File: config.mk
export PLATFORM = sky130hd
export DESIGN_NAME = store_queue
export DESIGN_NICKNAME = d
export VERILOG_FILES = /design/src/rtl/otter_pkg.sv /design/src/rtl/sq_entry.sv /design/src/rtl/store_queue.sv
export SDC_FILE = /design/constraint.sdc
export NUM_CORES = 1
export LEC_CHECK = 0
export ABC_AREA = 1
export ABC_CLOCK_PERIOD_IN_PS = 4200
export CAP_MARGIN = 20
export CORE_MARGIN = 4
export CORE_UTILIZATION = 25
export CTS_BUF_LIST = sky130_fd_sc_hd__clkbuf_8
export CTS_CLUSTER_SIZE = 40
export DETAILED_ROUTE_END_ITERATION = 7
export PLACE_DENSITY_LB_ADDON = 0.05
export SKIP_CTS_REPAIR_TIMING = 1
export SLEW_MARGIN = 15
export SYNTH_ARGS = -nofsm -noshare
export SYNTH_HDL_FRONTEND = slang
export SYNTH_SLANG_ARGS = --single-unit
File: constraint.sdc
create_clock -name CLK -period 4.2 [get_ports CLK]
set_input_delay 0.42 -clock CLK [delete_from_list [all_inputs] [get_ports CLK]]
set_output_delay 0.42 -clock CLK [all_outputs]
set_load 0.05 [all_outputs]
File: src/rtl/otter_pkg.sv
// Shared definitions: reservation-station tag type, memory size encodings and
// the store-queue head FSM state type.
// Pure declarations; no logic, no latency, no flow control.
package otter_pkg;

    localparam int TAG_W = 4;

    typedef logic [TAG_W-1:0] RS_tag_type;

    // mem_type[1:0] size encodings
    localparam logic [1:0] SZ_BYTE = 2'b00;
    localparam logic [1:0] SZ_HALF = 2'b01;
    localparam logic [1:0] SZ_WORD = 2'b10;

    typedef enum logic [1:0] {
        IDLE  = 2'd0,
        WRITE = 2'd1,
        RESP  = 2'd2
    } sq_state_e;

    // Halfwords need an even address, words a 4-byte aligned one.
    function automatic logic misaligned(input logic [1:0] size, input logic [1:0] addr_lo);
        return ((size == SZ_HALF) && addr_lo[0]) ||
               ((size == SZ_WORD) && (addr_lo != 2'b00));
    endfunction

endpackage

File: src/rtl/sq_entry.sv
// One store-queue slot: tag, mem_type and three operands with CDB snooping.
// Written in one cycle; an operand becomes valid the edge after its broadcast.
// No backpressure: the owner decides when to write or clear the slot.
module sq_entry #(
    parameter int XLEN  = 32,
    parameter int TAG_W = 4
) (
    input  logic             CLK,
    input  logic             RST_N,
    input  logic             wr_en,
    input  logic             clr,
    input  logic [TAG_W-1:0] issue_tag,
    input  logic [XLEN-1:0]  issue_v1,
    input  logic [XLEN-1:0]  issue_v2,
    input  logic [XLEN-1:0]  issue_v3,
    input  logic             issue_v1_ok,
    input  logic             issue_v2_ok,
    input  logic             issue_v3_ok,
    input  logic [TAG_W-1:0] issue_q1,
    input  logic [TAG_W-1:0] issue_q2,
    input  logic [TAG_W-1:0] issue_q3,
    input  logic [2:0]       issue_mem_type,
    input  logic             cdb_valid,
    input  logic [TAG_W-1:0] cdb_tag,
    input  logic [XLEN-1:0]  cdb_data,
    output logic             vld,
    output logic [TAG_W-1:0] tag,
    output logic [XLEN-1:0]  v1,
    output logic [XLEN-1:0]  v2,
    output logic [XLEN-1:0]  v3,
    output logic [2:0]       ok,
    output logic [2:0]       mem_type
);

    logic [XLEN-1:0]  in_v [3];
    logic [TAG_W-1:0] in_q [3];
    logic [2:0]       in_ok;

    logic             vld_q;
    logic [TAG_W-1:0] tag_q;
    logic [2:0]       mem_type_q;
    logic [XLEN-1:0]  val_q [3];
    logic [TAG_W-1:0] q_q [3];
    logic [2:0]       ok_q;

    assign in_v[0] = issue_v1;
    assign in_v[1] = issue_v2;
    assign in_v[2] = issue_v3;
    assign in_q[0] = issue_q1;
    assign in_q[1] = issue_q2;
    assign in_q[2] = issue_q3;
    assign in_ok   = {issue_v3_ok, issue_v2_ok, issue_v1_ok};

    // Slot write (with same-cycle broadcast capture), clear, or operand snoop.
    always_ff @(posedge CLK or negedge RST_N) begin
        if (!RST_N) begin
            vld_q      <= 1'b0;
            tag_q      <= '0;
            mem_type_q <= '0;
            ok_q       <= '0;
            for (int k = 0; k < 3; k++) begin
                val_q[k] <= '0;
                q_q[k]   <= '0;
            end
        end else if (wr_en) begin
            vld_q      <= 1'b1;
            tag_q      <= issue_tag;
            mem_type_q <= issue_mem_type;
            for (int k = 0; k < 3; k++) begin
                q_q[k] <= in_q[k];
                if (in_ok[k]) begin
                    val_q[k] <= in_v[k];
                    ok_q[k]  <= 1'b1;
                end else if (cdb_valid && (cdb_tag == in_q[k])) begin
                    val_q[k] <= cdb_data;
                    ok_q[k]  <= 1'b1;
                end else begin
                    val_q[k] <= in_v[k];
                    ok_q[k]  <= 1'b0;
                end
            end
        end else if (clr) begin
            vld_q <= 1'b0;
        end else if (vld_q) begin
            for (int k = 0; k < 3; k++) begin
                if (!ok_q[k] && cdb_valid && (cdb_tag == q_q[k])) begin
                    val_q[k] <= cdb_data;
                    ok_q[k]  <= 1'b1;
                end
            end
        end
    end

    assign vld      = vld_q;
    assign tag      = tag_q;
    assign v1       = val_q[0];
    assign v2       = val_q[1];
    assign v3       = val_q[2];
    assign ok       = ok_q;
    assign mem_type = mem_type_q;

endmodule

File: src/rtl/store_queue.sv
// In-order store queue: circular FIFO of sq_entry slots, head drives memory.
// Head ready -> MEM_WRITE next cycle; MEM_ACK -> done next cycle.
// issue_ready drops when full (no pop bypass); MEM_WRITE holds until MEM_ACK.
module store_queue #(
    parameter int DEPTH = 4,
    parameter int XLEN  = 32,
    parameter int TAG_W = otter_pkg::TAG_W
) (
    input  logic                   CLK,
    input  logic                   RST_N,
    input  logic                   issue_valid,
    output logic                   issue_ready,
    input  logic [TAG_W-1:0]       issue_tag,
    input  logic [XLEN-1:0]        issue_v1,
    input  logic [XLEN-1:0]        issue_v2,
    input  logic [XLEN-1:0]        issue_v3,
    input  logic                   issue_v1_ok,
    input  logic                   issue_v2_ok,
    input  logic                   issue_v3_ok,
    input  logic [TAG_W-1:0]       issue_q1,
    input  logic [TAG_W-1:0]       issue_q2,
    input  logic [TAG_W-1:0]       issue_q3,
    input  logic [2:0]             issue_mem_type,
    input  logic                   cdb_valid,
    input  logic [TAG_W-1:0]       cdb_tag,
    input  logic [XLEN-1:0]        cdb_data,
    output logic [XLEN-1:0]        MEM_ADDR2,
    output logic                   MEM_WRITE,
    output logic [XLEN-1:0]        MEM_WRITE_DATA,
    output logic                   MEM_SIGN,
    output logic [1:0]             MEM_SIZE,
    input  logic                   MEM_ACK,
    output logic                   done,
    output logic [TAG_W-1:0]       done_tag,
    output logic                   done_err,
    input  logic                   flush,
    output logic [$clog2(DEPTH):0] count
);

    localparam int PTR_W = $clog2(DEPTH);
    localparam int CNT_W = PTR_W + 1;

    otter_pkg::sq_state_e state_q;

    logic [PTR_W-1:0] head_q, head_d, tail_q, tail_d;
    logic [CNT_W-1:0] count_q, count_d;

    logic [DEPTH-1:0] ent_vld, ent_wr, ent_clr;
    logic [TAG_W-1:0] ent_tag [DEPTH];
    logic [XLEN-1:0]  ent_v1  [DEPTH];
    logic [XLEN-1:0]  ent_v2  [DEPTH];
    logic [XLEN-1:0]  ent_v3  [DEPTH];
    logic [2:0]       ent_ok  [DEPTH];
    logic [2:0]       ent_mt  [DEPTH];

    logic             push, pop;
    logic [XLEN-1:0]  h_addr;
    logic [2:0]       h_mt;
    logic             h_ready, h_misal;

    logic [XLEN-1:0]  mem_addr_q, mem_data_q;
    logic             mem_write_q, mem_sign_q;
    logic [1:0]       mem_size_q;
    logic             done_q, done_err_q;
    logic [TAG_W-1:0] done_tag_q;

    assign issue_ready = (count_q < CNT_W'(DEPTH));
    // A flushed issue is dropped outright.
    assign push        = issue_valid && issue_ready && !flush;
    assign pop         = (state_q == otter_pkg::RESP);

    assign h_addr  = ent_v1[head_q] + ent_v2[head_q];
    assign h_mt    = ent_mt[head_q];
    assign h_ready = ent_vld[head_q] && (&ent_ok[head_q]);
    assign h_misal = otter_pkg::misaligned(h_mt[1:0], h_addr[1:0]);

    for (genvar i = 0; i < DEPTH; i++) begin : g_ent
        // Flush spares only the head while its write is in flight.
        assign ent_wr[i]  = push && (tail_q == PTR_W'(i));
        assign ent_clr[i] = (pop && (head_q == PTR_W'(i))) ||
                            (flush && !((state_q == otter_pkg::WRITE) && (head_q == PTR_W'(i))));

        sq_entry #(.XLEN(XLEN), .TAG_W(TAG_W)) u_ent (
            .CLK            (CLK),
            .RST_N          (RST_N),
            .wr_en          (ent_wr[i]),
            .clr            (ent_clr[i]),
            .issue_tag      (issue_tag),
            .issue_v1       (issue_v1),
            .issue_v2       (issue_v2),
            .issue_v3       (issue_v3),
            .issue_v1_ok    (issue_v1_ok),
            .issue_v2_ok    (issue_v2_ok),
            .issue_v3_ok    (issue_v3_ok),
            .issue_q1       (issue_q1),
            .issue_q2       (issue_q2),
            .issue_q3       (issue_q3),
            .issue_mem_type (issue_mem_type),
            .cdb_valid      (cdb_valid),
            .cdb_tag        (cdb_tag),
            .cdb_data       (cdb_data),
            .vld            (ent_vld[i]),
            .tag            (ent_tag[i]),
            .v1             (ent_v1[i]),
            .v2             (ent_v2[i]),
            .v3             (ent_v3[i]),
            .ok             (ent_ok[i]),
            .mem_type       (ent_mt[i])
        );
    end

    // Next pointers/occupancy; flush keeps an in-flight head as the sole entry.
    always_comb begin
        head_d  = head_q;
        tail_d  = tail_q;
        count_d = count_q;
        if (flush) begin
            case (state_q)
                otter_pkg::RESP: begin
                    head_d  = head_q + PTR_W'(1);
                    tail_d  = head_q + PTR_W'(1);
                    count_d = '0;
                end
                otter_pkg::WRITE: begin
                    tail_d  = head_q + PTR_W'(1);
                    count_d = CNT_W'(1);
                end
                default: begin
                    tail_d  = head_q;
                    count_d = '0;
                end
            endcase
        end else begin
            if (push) tail_d = tail_q + PTR_W'(1);
            if (pop)  head_d = head_q + PTR_W'(1);
            if (push && !pop)      count_d = count_q + CNT_W'(1);
            else if (!push && pop) count_d = count_q - CNT_W'(1);
        end
    end

    // Pointer and occupancy registers.
    always_ff @(posedge CLK or negedge RST_N) begin
        if (!RST_N) begin
            head_q  <= '0;
            tail_q  <= '0;
            count_q <= '0;
        end else begin
            head_q  <= head_d;
            tail_q  <= tail_d;
            count_q <= count_d;
        end
    end

    // Head FSM with registered memory and completion outputs.
    always_ff @(posedge CLK or negedge RST_N) begin
        if (!RST_N) begin
            state_q     <= otter_pkg::IDLE;
            mem_write_q <= 1'b0;
            mem_addr_q  <= '0;
            mem_data_q  <= '0;
            mem_sign_q  <= 1'b0;
            mem_size_q  <= '0;
            done_q      <= 1'b0;
            done_tag_q  <= '0;
            done_err_q  <= 1'b0;
        end else begin
            done_q     <= 1'b0;
            done_tag_q <= '0;
            done_err_q <= 1'b0;
            case (state_q)
                otter_pkg::IDLE: begin
                    if (h_ready && !flush) begin
                        if (h_misal) begin
                            state_q    <= otter_pkg::RESP;
                            done_q     <= 1'b1;
                            done_tag_q <= ent_tag[head_q];
                            done_err_q <= 1'b1;
                        end else begin
                            state_q     <= otter_pkg::WRITE;
                            mem_write_q <= 1'b1;
                            mem_addr_q  <= h_addr;
                            mem_data_q  <= ent_v3[head_q];
                            mem_sign_q  <= h_mt[2];
                            mem_size_q  <= h_mt[1:0];
                        end
                    end
                end
                otter_pkg::WRITE: begin
                    if (MEM_ACK) begin
                        state_q     <= otter_pkg::RESP;
                        mem_write_q <= 1'b0;
                        mem_addr_q  <= '0;
                        mem_data_q  <= '0;
                        mem_sign_q  <= 1'b0;
                        mem_size_q  <= '0;
                        done_q      <= 1'b1;
                        done_tag_q  <= ent_tag[head_q];
                    end
                end
                otter_pkg::RESP: begin
                    state_q <= otter_pkg::IDLE;
                end
                default: begin
                    state_q <= otter_pkg::IDLE;
                end
            endcase
        end
    end

    assign MEM_WRITE      = mem_write_q;
    assign MEM_ADDR2      = mem_addr_q;
    assign MEM_WRITE_DATA = mem_data_q;
    assign MEM_SIGN       = mem_sign_q;
    assign MEM_SIZE       = mem_size_q;
    assign done           = done_q;
    assign done_tag       = done_tag_q;
    assign done_err       = done_err_q;
    assign count          = count_q;

endmodule

# Yosys cells after proc, flatten, opt, wreduce, memory -nomap -nowiden
# Index checks and enable logic that the tools add are counted.
[totals]
register_bits = 559
output_inout_bits = 78
wordCells = 345
[op_classes]
add_sub_neg = 5
order_cmp = 3
n_eq_ne = 32
mux = 126
n_bitwise = 1
n_reduce_logical = 118
[op_table]
columns = ["cell", "n"]
rows = [
  ["$mux 96", 12],
  ["$mux 32", 29],
  ["$bmux 32 s2", 3],
  ["$pmux 32 s2", 2],
  ["$eq 4x4->1", 15],
  ["$mux 3", 19],
  ["$logic_and 1x1->1", 51],
  ["$reduce_bool 2->1", 23],
  ["$reduce_and 3->1", 13],
  ["$mux 1", 37],
  ["$add 32x32->32", 1],
  ["$mux 4", 5],
  ["$logic_not 1->1", 19],
  ["$mux 2", 9],
  ["$bmux 3 s2", 2],
  ["$eq 2x2->1 const B", 6],
  ["$bmux 4 s2", 1],
  ["$eq 2x1->1 const B", 4],
  ["$ne 2x1->1 const B", 4],
  ["$pmux 2 s2", 2],
  ["$pmux 4 s2", 1],
  ["$logic_not 2->1", 3],
  ["$ne 2x2->1 const B", 3],
  ["$pmux 1 s2", 3],
  ["13 further kinds", 18],
]

# Depth between registers and ports, before layout
# Gate-level depths: netlist (run 1).
[depth]
word_depth = 11
mapped_depth = 21
ltp_nobuf = 17

# Hierarchy
# A second synthesis (run 1) with hierarchy kept.
[unflattened]
hier_cells = 5275
hier_area_um2 = 35253.8
[modules_own_cells]
columns = ["mod", "instances", "cells_per_inst", "area_each_um2", "seq_area_each_um2"]
rows = [
  ["sq_entry", 4, 957, 6687.7, 2977.9],
  ["store_queue", 1, 1447, 8503.2, 2077.0],
]

# Least setup slack after synthesis (run 1)
# OpenSTA, ideal clock, no wires.
[synth_path]
kind = "flip-flop to flip-flop"
startpoint = "register head_q[0]"
endpoint = "register mem_addr_q[10], in the netlist MEM_ADDR2[10]"
setup_ns = 0.119
arrival_time_ns = 3.154
path_slack_ns = 0.927
stages_incl_launch_ff = 19
path_buffers = 7
cell_sequence = "dfrtp_1 buf_4 buf_4 buf_2 buf_2 clkbuf_1 o21ai_0 o22ai_1 ha_1 fa_1 nor2_1 nand3b_1 nand3_1 nand2_1 nand2_1 buf_4 buf_4 nand2_1 nand2_1"
[synth_via]
elab_chain_len = 10
word_cells_on_any_way = 31
[synth_lines]
columns = ["item", "line_no", "text"]
rows = [
  ["start, declared", "store_queue.sv:45", "logic [PTR_W-1:0] head_q, head_d, tail_q, tail_d;"],
  ["start signal, assigned", "store_queue.sv:144", "head_q <= '0;"],
  ["start signal, assigned", "store_queue.sv:148", "head_q <= head_d;"],
  ["$not 2->3 (implied by the code)", "store_queue.sv:72, store_queue.sv:73, store_queue.sv:74", ""],
  ["$bmux 32 s2", "store_queue.sv:72", "assign h_addr = ent_v1[head_q] + ent_v2[head_q];"],
  ["$mux 32 (implied by the code) (2 in a row)", "store_queue.sv:72", ""],
  ["$add 32x32->32", "store_queue.sv:72", ""],
  ["$reduce_bool 2->1", "otter_pkg.sv:24", "((size == SZ_WORD) && (addr_lo != 2'b00));"],
  ["$logic_and 1x1->1", "otter_pkg.sv:24", ""],
  ["$logic_or 1x1->1", "otter_pkg.sv:23", "return ((size == SZ_HALF) && addr_lo[0]) ||"],
  ["$ne 2x2->1 (no line)", "-", ""],
  ["$reduce_and 4->1 (no line)", "-", ""],
  ["end signal, assigned", "store_queue.sv:181", "mem_addr_q <= h_addr;"],
  ["end, declared", "store_queue.sv:61", "logic [XLEN-1:0] mem_addr_q, mem_data_q;"],
]
# Several ways; a longest one is shown, not always the timed one. The select of a mux whose other input is x is not followed.
# A chain may end at the register's enable or synchronous reset.

# Worst setup path in the final report (run 1)
[layout_path]
startpoint = "register head_q[1]"
endpoint = "register mem_data_q[21], in the netlist MEM_WRITE_DATA[21]"
[layout_via]
elab_chain_len = 10
word_cells_on_any_way = 34
[layout_lines]
columns = ["item", "line_no", "text"]
rows = [
  ["$not 2->3 (implied by the code)", "-", ""],
  ["$bmux 32 s2", "store_queue.sv:72", ""],
  ["$mux 32 (implied by the code) (2 in a row)", "store_queue.sv:72", ""],
  ["$add 32x32->32", "store_queue.sv:72", ""],
  ["$reduce_bool 2->1", "otter_pkg.sv:24", ""],
  ["$logic_and 1x1->1", "otter_pkg.sv:24", ""],
  ["$logic_or 1x1->1", "otter_pkg.sv:23", ""],
  ["$ne 2x2->1 (no line)", "-", ""],
  ["$reduce_and 4->1 (no line)", "-", ""],
  ["end signal, assigned", "store_queue.sv:182", "mem_data_q <= ent_v3[head_q];"],
  ["end, declared", "store_queue.sv:61", ""],
]
# Several ways; a longest one is shown, not always the timed one. The select of a mux whose other input is x is not followed.

==> results of run 1 <==
-- cells in the final DEF (no fill, tap or decap), types with 5 or more instances in the layout --
cell and count:
a31oi_1 5, ha_1 42, clkdlybuf4s50_1 236, buf_4 86, nor2_1 241, o22ai_1 130
o21ai_0 382, or2_2 66, nand2_2 40, a21oi_1 108, nand4_1 127, clkbuf_8 138
nor3_4 7, dfrtp_1 557, inv_4 5, inv_1 547, buf_12 47, nand2_4 5
nand3_1 1006, nand2_1 1169, xnor2_1 6, o211ai_1 5, nor3_1 20, clkinv_1 29
xor2_1 19, clkinv_2 5, inv_2 9
-- final cells by class --
class,instances,share of cell area
multi-input combinational,3419,0.4034
sequential,559,0.3418
timing repair buffer,371,0.09704
tap,1768,0.05402
inverter,538,0.04974
clock buffer,138,0.04638
clock inverter,65,0.007485
antenna,3,0.0001833
-- worst paths after layout --
kind                                         from                    endpoint  depth (start not counted)  slack [ns]
worst min register to register        MEM_SIZE[1]                 MEM_SIZE[1]                          2        0.47
min in group CLK                issue_mem_type[2]  g_ent[2].u_ent.mem_type[2]                          3        0.25
worst min-delay path                        RST_N       g_ent[1].u_ent.tag[0]                          2        0.25
worst max-delay path                    head_q[1]          MEM_WRITE_DATA[21]                         13        0.73
max in group asynchronous                   RST_N       g_ent[1].u_ent.v2[20]                          3        2.78
worst max register to register          head_q[1]          MEM_WRITE_DATA[21]                         13        0.73
-- routing by layer --
metal  wire (um)  GRT usage  vias to the layer above
met5           0          0                        -
met4        3911    0.05645                        0
met3        9107    0.03456                      229
met2       78640     0.3895                     1103
met1       81670     0.3404                    17190
li1            -          -                    16360
-- sequential cells by signal, indices dropped and copies added, names as in the netlist, 3 cells and up --
| signal | flops |
|---|---|
| MEM_ADDR2 | 32 |
| done_tag | 4 |
| g_ent.u_ent.mem_type | 12 |
| MEM_WRITE_DATA | 32 |
| g_ent.u_ent.v1 | 128 |
| g_ent.u_ent.vld | 4 |
| g_ent.u_ent.q_q | 48 |
| g_ent.u_ent.tag | 16 |
| g_ent.u_ent.v2 | 128 |
| g_ent.u_ent.v3 | 128 |
| g_ent.u_ent.ok | 12 |
| count | 3 |
-- worst max-delay path, stage by stage (launching register included) --
cell and delay [ns]:
dfrtp_4 0.60, inv_4 0.33, o21ai_0 0.16, o22ai_1 0.17, ha_1 0.29, fa_1 0.45, nor2_1 0.12, nand3b_1 0.13
nand3_1 0.16, nand2_1 0.15, nand2_4 0.28, buf_12 0.30, nand2_1 0.10, nand2_1 0.04
-- report_power, final --
part | total [W] | switching, W | internal, W | leakage [nW]
Combinational | 0.0190 | 0.0128 | 0.00625 | 11.8
Sequential | 0.00937 | 0.00150 | 0.00787 | 6.98
Clock | 0.00574 | 0.00279 | 0.00296 | 1.33
Total | 0.0341 | 0.0170 | 0.0171 | 20.1
-- cells by family (layout without fill, tap and decap cells) --
group                    Yosys count  in the layout
AND/OR/NAND/NOR                 2702           2702
AO/OA/AOI/OAI                    648            648
flip-flops                       559            559
buffers and inverters            868           1112
XOR/XNOR                          25             25
other                              0              3
adder cells (fa/ha/maj)           44             44
-- per-stage QoR --
step | setup slack [ns] | util
5_1_grt | 0.4973 | 0.3061
4_1_cts | 0.7015 | 0.3060
3_3_place_gp | 0.7740 | 0.2895
2_1_floorplan | 0.9273 | -
3_5_place_dp | 0.7304 | 0.2895
6_report | 0.7286 | 0.3061
==> results.md, run 1 <==
* Top cells by area, synth: dfrtp_1, nand3_1, nand2_1
* Cell Area, Placed at 38730 um2
* # fillers at 14910
* Status: finished, final reports clean
* Initial Utilization at 0.2525
* Clk buf depth at 3
* Routed WL at 173300 um
* Unrepaired setup endpoints after global routing: false
* Post-Synth XOR/XNOR Area at 0.006482
* Slew at the pin closest to its max-slew limit at 0.8846 ns
* Asr flop ratio synth at 1.000
* Clk pin slew, worst setup/hold paths at ~0.05 ns
* Total GRT Usage at 0.2411
* Crit path time final at between 3 and 4 ns
* Hold Crit Class: input port to asynchronous set/reset pin
* Area leader, netlist: dfrtp_1
* Gate Count Post-Synth at 4846
* Startpoint Class: flop
* FP Rows at ~130
* Multiplexer share of the synthesized area at 0
* Routed length per placed instance at 25.26 um
* Area occupied by multi-input gates at 16520 um2
* Die H at 375.6 um
* Commonest cells in the netlist: nand2_1, nand3_1, dfrtp_1
* H-Tree Depth at 3
* Cells after DPL at 6654
* Final setup viols at 0
* WS Path Type: flop to flop
* Max IR drop VDD at 0.0004145 V
* Required time worst endpoint at 4.88 ns
* Netlist cell types at 44
* Number of synthesized flops with an enable pin at 0
* Non-Filler Instances at around 6900
* Post-route DRC at 0
* Max_cap viols at 0
* IO Pins at 238
* Global-route wire length before repair at between 200000 and 300000 um
* Normalized max-slew margin at 0.4103
* CTS Root Cell: clkbuf_8
* Clock Sinks at around 560
* Largest net degree at the start of global routing at 102
* Total Power at 0.03413 W
* Core Region at 133800 um2
* Initial antenna violation count at 11
* Worst-Skew Late Latency at just over 0.8 ns
* CP Max Fanout at 31
* Main combinational cell family by area after synthesis: simple AND/OR/NAND/NOR gates
* Critical Path Sink Type: flop
* Via count at 34890
* Full die area at 141100 um2
* Design Area, Final at 40950 um2
* Register bit count reported by yosys at 559
* Vias in the first global route at ~35000
* Post-DRT Antenna Nets at 0
* Die Wd at 375.6 um
* WHS at 0.2473 ns
* RePlAce Congestion at between 0.8 and 0.9
* Area growth syn-to-layout at 21.23%
* CP arrival at 4.15 ns
* Final Skew at 0.05175 ns
* Detailed-router iteration count before antenna repair at 5
* Global route total overflow at 0
* Total CTS buffers at 118
* Post-synth top flop: dfrtp_1
* Top cell type's share of synthesized area at 0.4141
* Synth Area in Compound Gates at 0.1030
* Yosys warning count at 0
* Setup TNS at 0 ns
* Initial DRC Count at ~2600
* P_leak at 20.14 nW
* Top-count cell post-synth: nand2_1
* Post-Synth Adder-Cell Area at 0.01674
* Share of cells above drive strength 1 at 0.08487
* PortBufs at 237
* Mapped cell area at 33780 um2
* DP HPWL at ~110000 um
* Max Slew Vio Count at 0
* Syn avg cell area at 6.971 um2
* Seq. cell area at 14000 um2
* Final-stage net count at roughly 5200
* Pwr per Cell Area at roughly 830 nW/um2
* Sequential share of the synthesized area at 0.4141
* Tcrit/Tclk final at 0.8265
* CTS tree: built
* Fmax at approximately 290 MHz
* Synth Area in Simple Gates at 0.3582
* Post-synth net total at 5050
* Hold violation count in the final report at 0
* Vias/cell at roughly 5.1
Note: power is estimated with default switching activity, not from simulation.
==> run 2: changes to the inputs <==
--- a/config.mk
+++ b/config.mk
@@ -6,7 +6,7 @@
 export NUM_CORES = 1
 export LEC_CHECK = 0
 export ABC_AREA = 1
-export ABC_CLOCK_PERIOD_IN_PS = 4200
+export ABC_CLOCK_PERIOD_IN_PS = 3150
 export CAP_MARGIN = 20
 export CORE_MARGIN = 4
 export CORE_UTILIZATION = 25
==> constraint.sdc (replaced) <==
create_clock -name CLK -period 3.15 [get_ports CLK]
set_input_delay 0.315 -clock CLK [delete_from_list [all_inputs] [get_ports CLK]]
set_output_delay 0.315 -clock CLK [all_outputs]
set_load 0.05 [all_outputs]
==> results.md, run 2 (synthesis results as in run 1) <==
* Vias/cell at 5.061
* Full die area at 141100 um2
* DP HPWL at 118400 um
* Required time worst endpoint at 3.87 ns
* CP arrival at 3.82 ns
* Largest net degree at the start of global routing at ~90
* P_leak at 21.10 nW
* Crit path time final at 3.099 ns
* Fmax at 322.7 MHz
* Post-route DRC at 0
* Initial antenna violation count at 9
* Initial Utilization at 0.2525
* WS Path Type: flop to flop
* Max stage delay cell, worst path: dfrtp_4
* Clk pin slew, worst setup/hold paths at 0.07 ns
* CP Cell Sequence: inv_8 > buf_12 > nor2_1 > o22ai_1 > ha_2 > fa_1 > nor2_1 > nand3b_1 > nand3_2 > nand2_2 > nand2_8 > clkbuf_16 > nand2_1 > nand2_1
* RePlAce Congestion at between 0.8 and 0.9
* Routed length per placed instance at about 26 um
* Die H at 375.6 um
* Worst slack at placement at -0.04329 ns
* Area growth syn-to-layout at 27.09%
* Pwr per Cell Area at 1155 nW/um2
* Total CTS buffers at between 100 and 150
* Commonest non-fill, non-tap cell in the layout: nand2_1
* Global route total overflow at 0
* Total GRT Usage at 0.2460
* Worst-Skew Late Latency at roughly 0.87 ns
* PortBufs at between 200 and 250
* Post-DRT Antenna Nets at 0
* Startpoint Class: flop
* Final Skew at 0.04846 ns
* Hold violation count in the final report at 0
* Initial DRC Count at 2877
* Most frequent cells in the layout: nand2_1, nand3_1, dfrtp_1, inv_1, o21ai_0
* WHS at 0.1334 ns
* Detailed-router iteration count before antenna repair at 6
* Non-Filler Instances at 7018
* Hold Crit Class: input port to flop
* Share of cells above drive strength 1 at 0.1215
* IO Pins at 238
* CTS Root Cell: clkbuf_8
* Seq. cell area at 14000 um2
* Status: finished, final reports clean
* Die Wd at 375.6 um
* CP Max Fanout at 17
* Via count at 35520
* Core Region at 133800 um2
* Routed WL at 179200 um
* Tcrit/Tclk final at 0.9837
* Vias in the first global route at 35660
* Area occupied by multi-input gates at around 17000 um2
* Setup slack after layout at 0.05132 ns
* Cells after DPL at 6788
* # fillers at 14710
* Slew at the pin closest to its max-slew limit at 0.8997 ns
* Max IR drop VDD at 0.0007074 V
* Clock Sinks at 559
* Max Slew Vio Count at 0
* CTS tree: built
* Max_cap viols at 0
* H-Tree Depth at 3
* Global-route wire length before repair at 256500 um
* Final setup viols at 0
* Final-stage net count at 5355
* FP Rows at 134
* Clk buf depth at 3
* Normalized max-slew margin at 0.4002
* Unrepaired setup endpoints after global routing: true
* Crit-path max cell delay at 0.58 ns
* Critical Path Sink Type: flop
==> run 2: metal layers <==
metal	global-route usage	share of wire	up-vias
li1	-	-	16640
met1	0.3458	0.47	17430
met2	0.3928	0.45	1188
met3	0.03671	0.056	259
met4	0.06898	0.030	0
met5	0	0	-
==> run 2: path summary, 6_finish.rpt <==
kind	slack [ns]	endpoint	cells past startpoint	startpoint
setup / recovery	0.05	MEM_ADDR2[9]	14	head_q[0]
hold / removal	0.13	g_ent[2].u_ent.tag[1]	3	issue_tag[1]
setup reg to reg	0.05	MEM_ADDR2[9]	14	head_q[0]
hold reg to reg	0.47	MEM_WRITE_DATA[4]	2	MEM_WRITE_DATA[4]
max in group asynchronous	2.05	g_ent[1].u_ent.v3[19]	4	RST_N
min in group asynchronous	0.14	done_tag[1]	2	RST_N
==> run 2: critical path: cells and delay by family (launching register included) <==
family	cells	cell delay [ns]
AND/OR/NAND/NOR	8	0.86
flip-flops	1	0.58
AO/OA/AOI/OAI	1	0.19
adder cells (fa/ha/maj)	2	0.72
buffers and inverters	3	0.60
==> run 2: power breakdown <==
group | total [W] | switching (W) | internal [W]
clock | 0.00822 | 0.00378 | 0.00444
sequential | 0.0124 | 0.00196 | 0.0105
combinational | 0.0289 | 0.0183 | 0.0106
total | 0.0496 | 0.0241 | 0.0255
==> run 2: area by class of cell <==
| type | instances | area share |
|---|---|---|
| Clock buffer | 156 | 0.05001 |
| Timing Repair Buffer | 516 | 0.1287 |
| Multi-Input combinational cell | 3419 | 0.3897 |
| Tap cell | 1768 | 0.05153 |
| Antenna cell | 6 | 0.0003497 |
| Sequential cell | 559 | 0.3260 |
| Clock inverter | 56 | 0.006149 |
| Inverter | 538 | 0.04756 |
==> run 2: through the flow <==
stage / TNS, ns / instance area, um2 / power, W / utilization
floorplan: 0 / 33790 / 0.02765 / -
global placement: -0.1393 / 40010 / 0.04005 / 0.2991
detailed placement: -0.07704 / 40010 / 0.03995 / 0.2991
CTS: -0.2631 / 42420 / 0.04841 / 0.3171
global route: -2.298 / 42920 / 0.05339 / 0.3208
finish: 0 / 42930 / 0.04961 / 0.3209
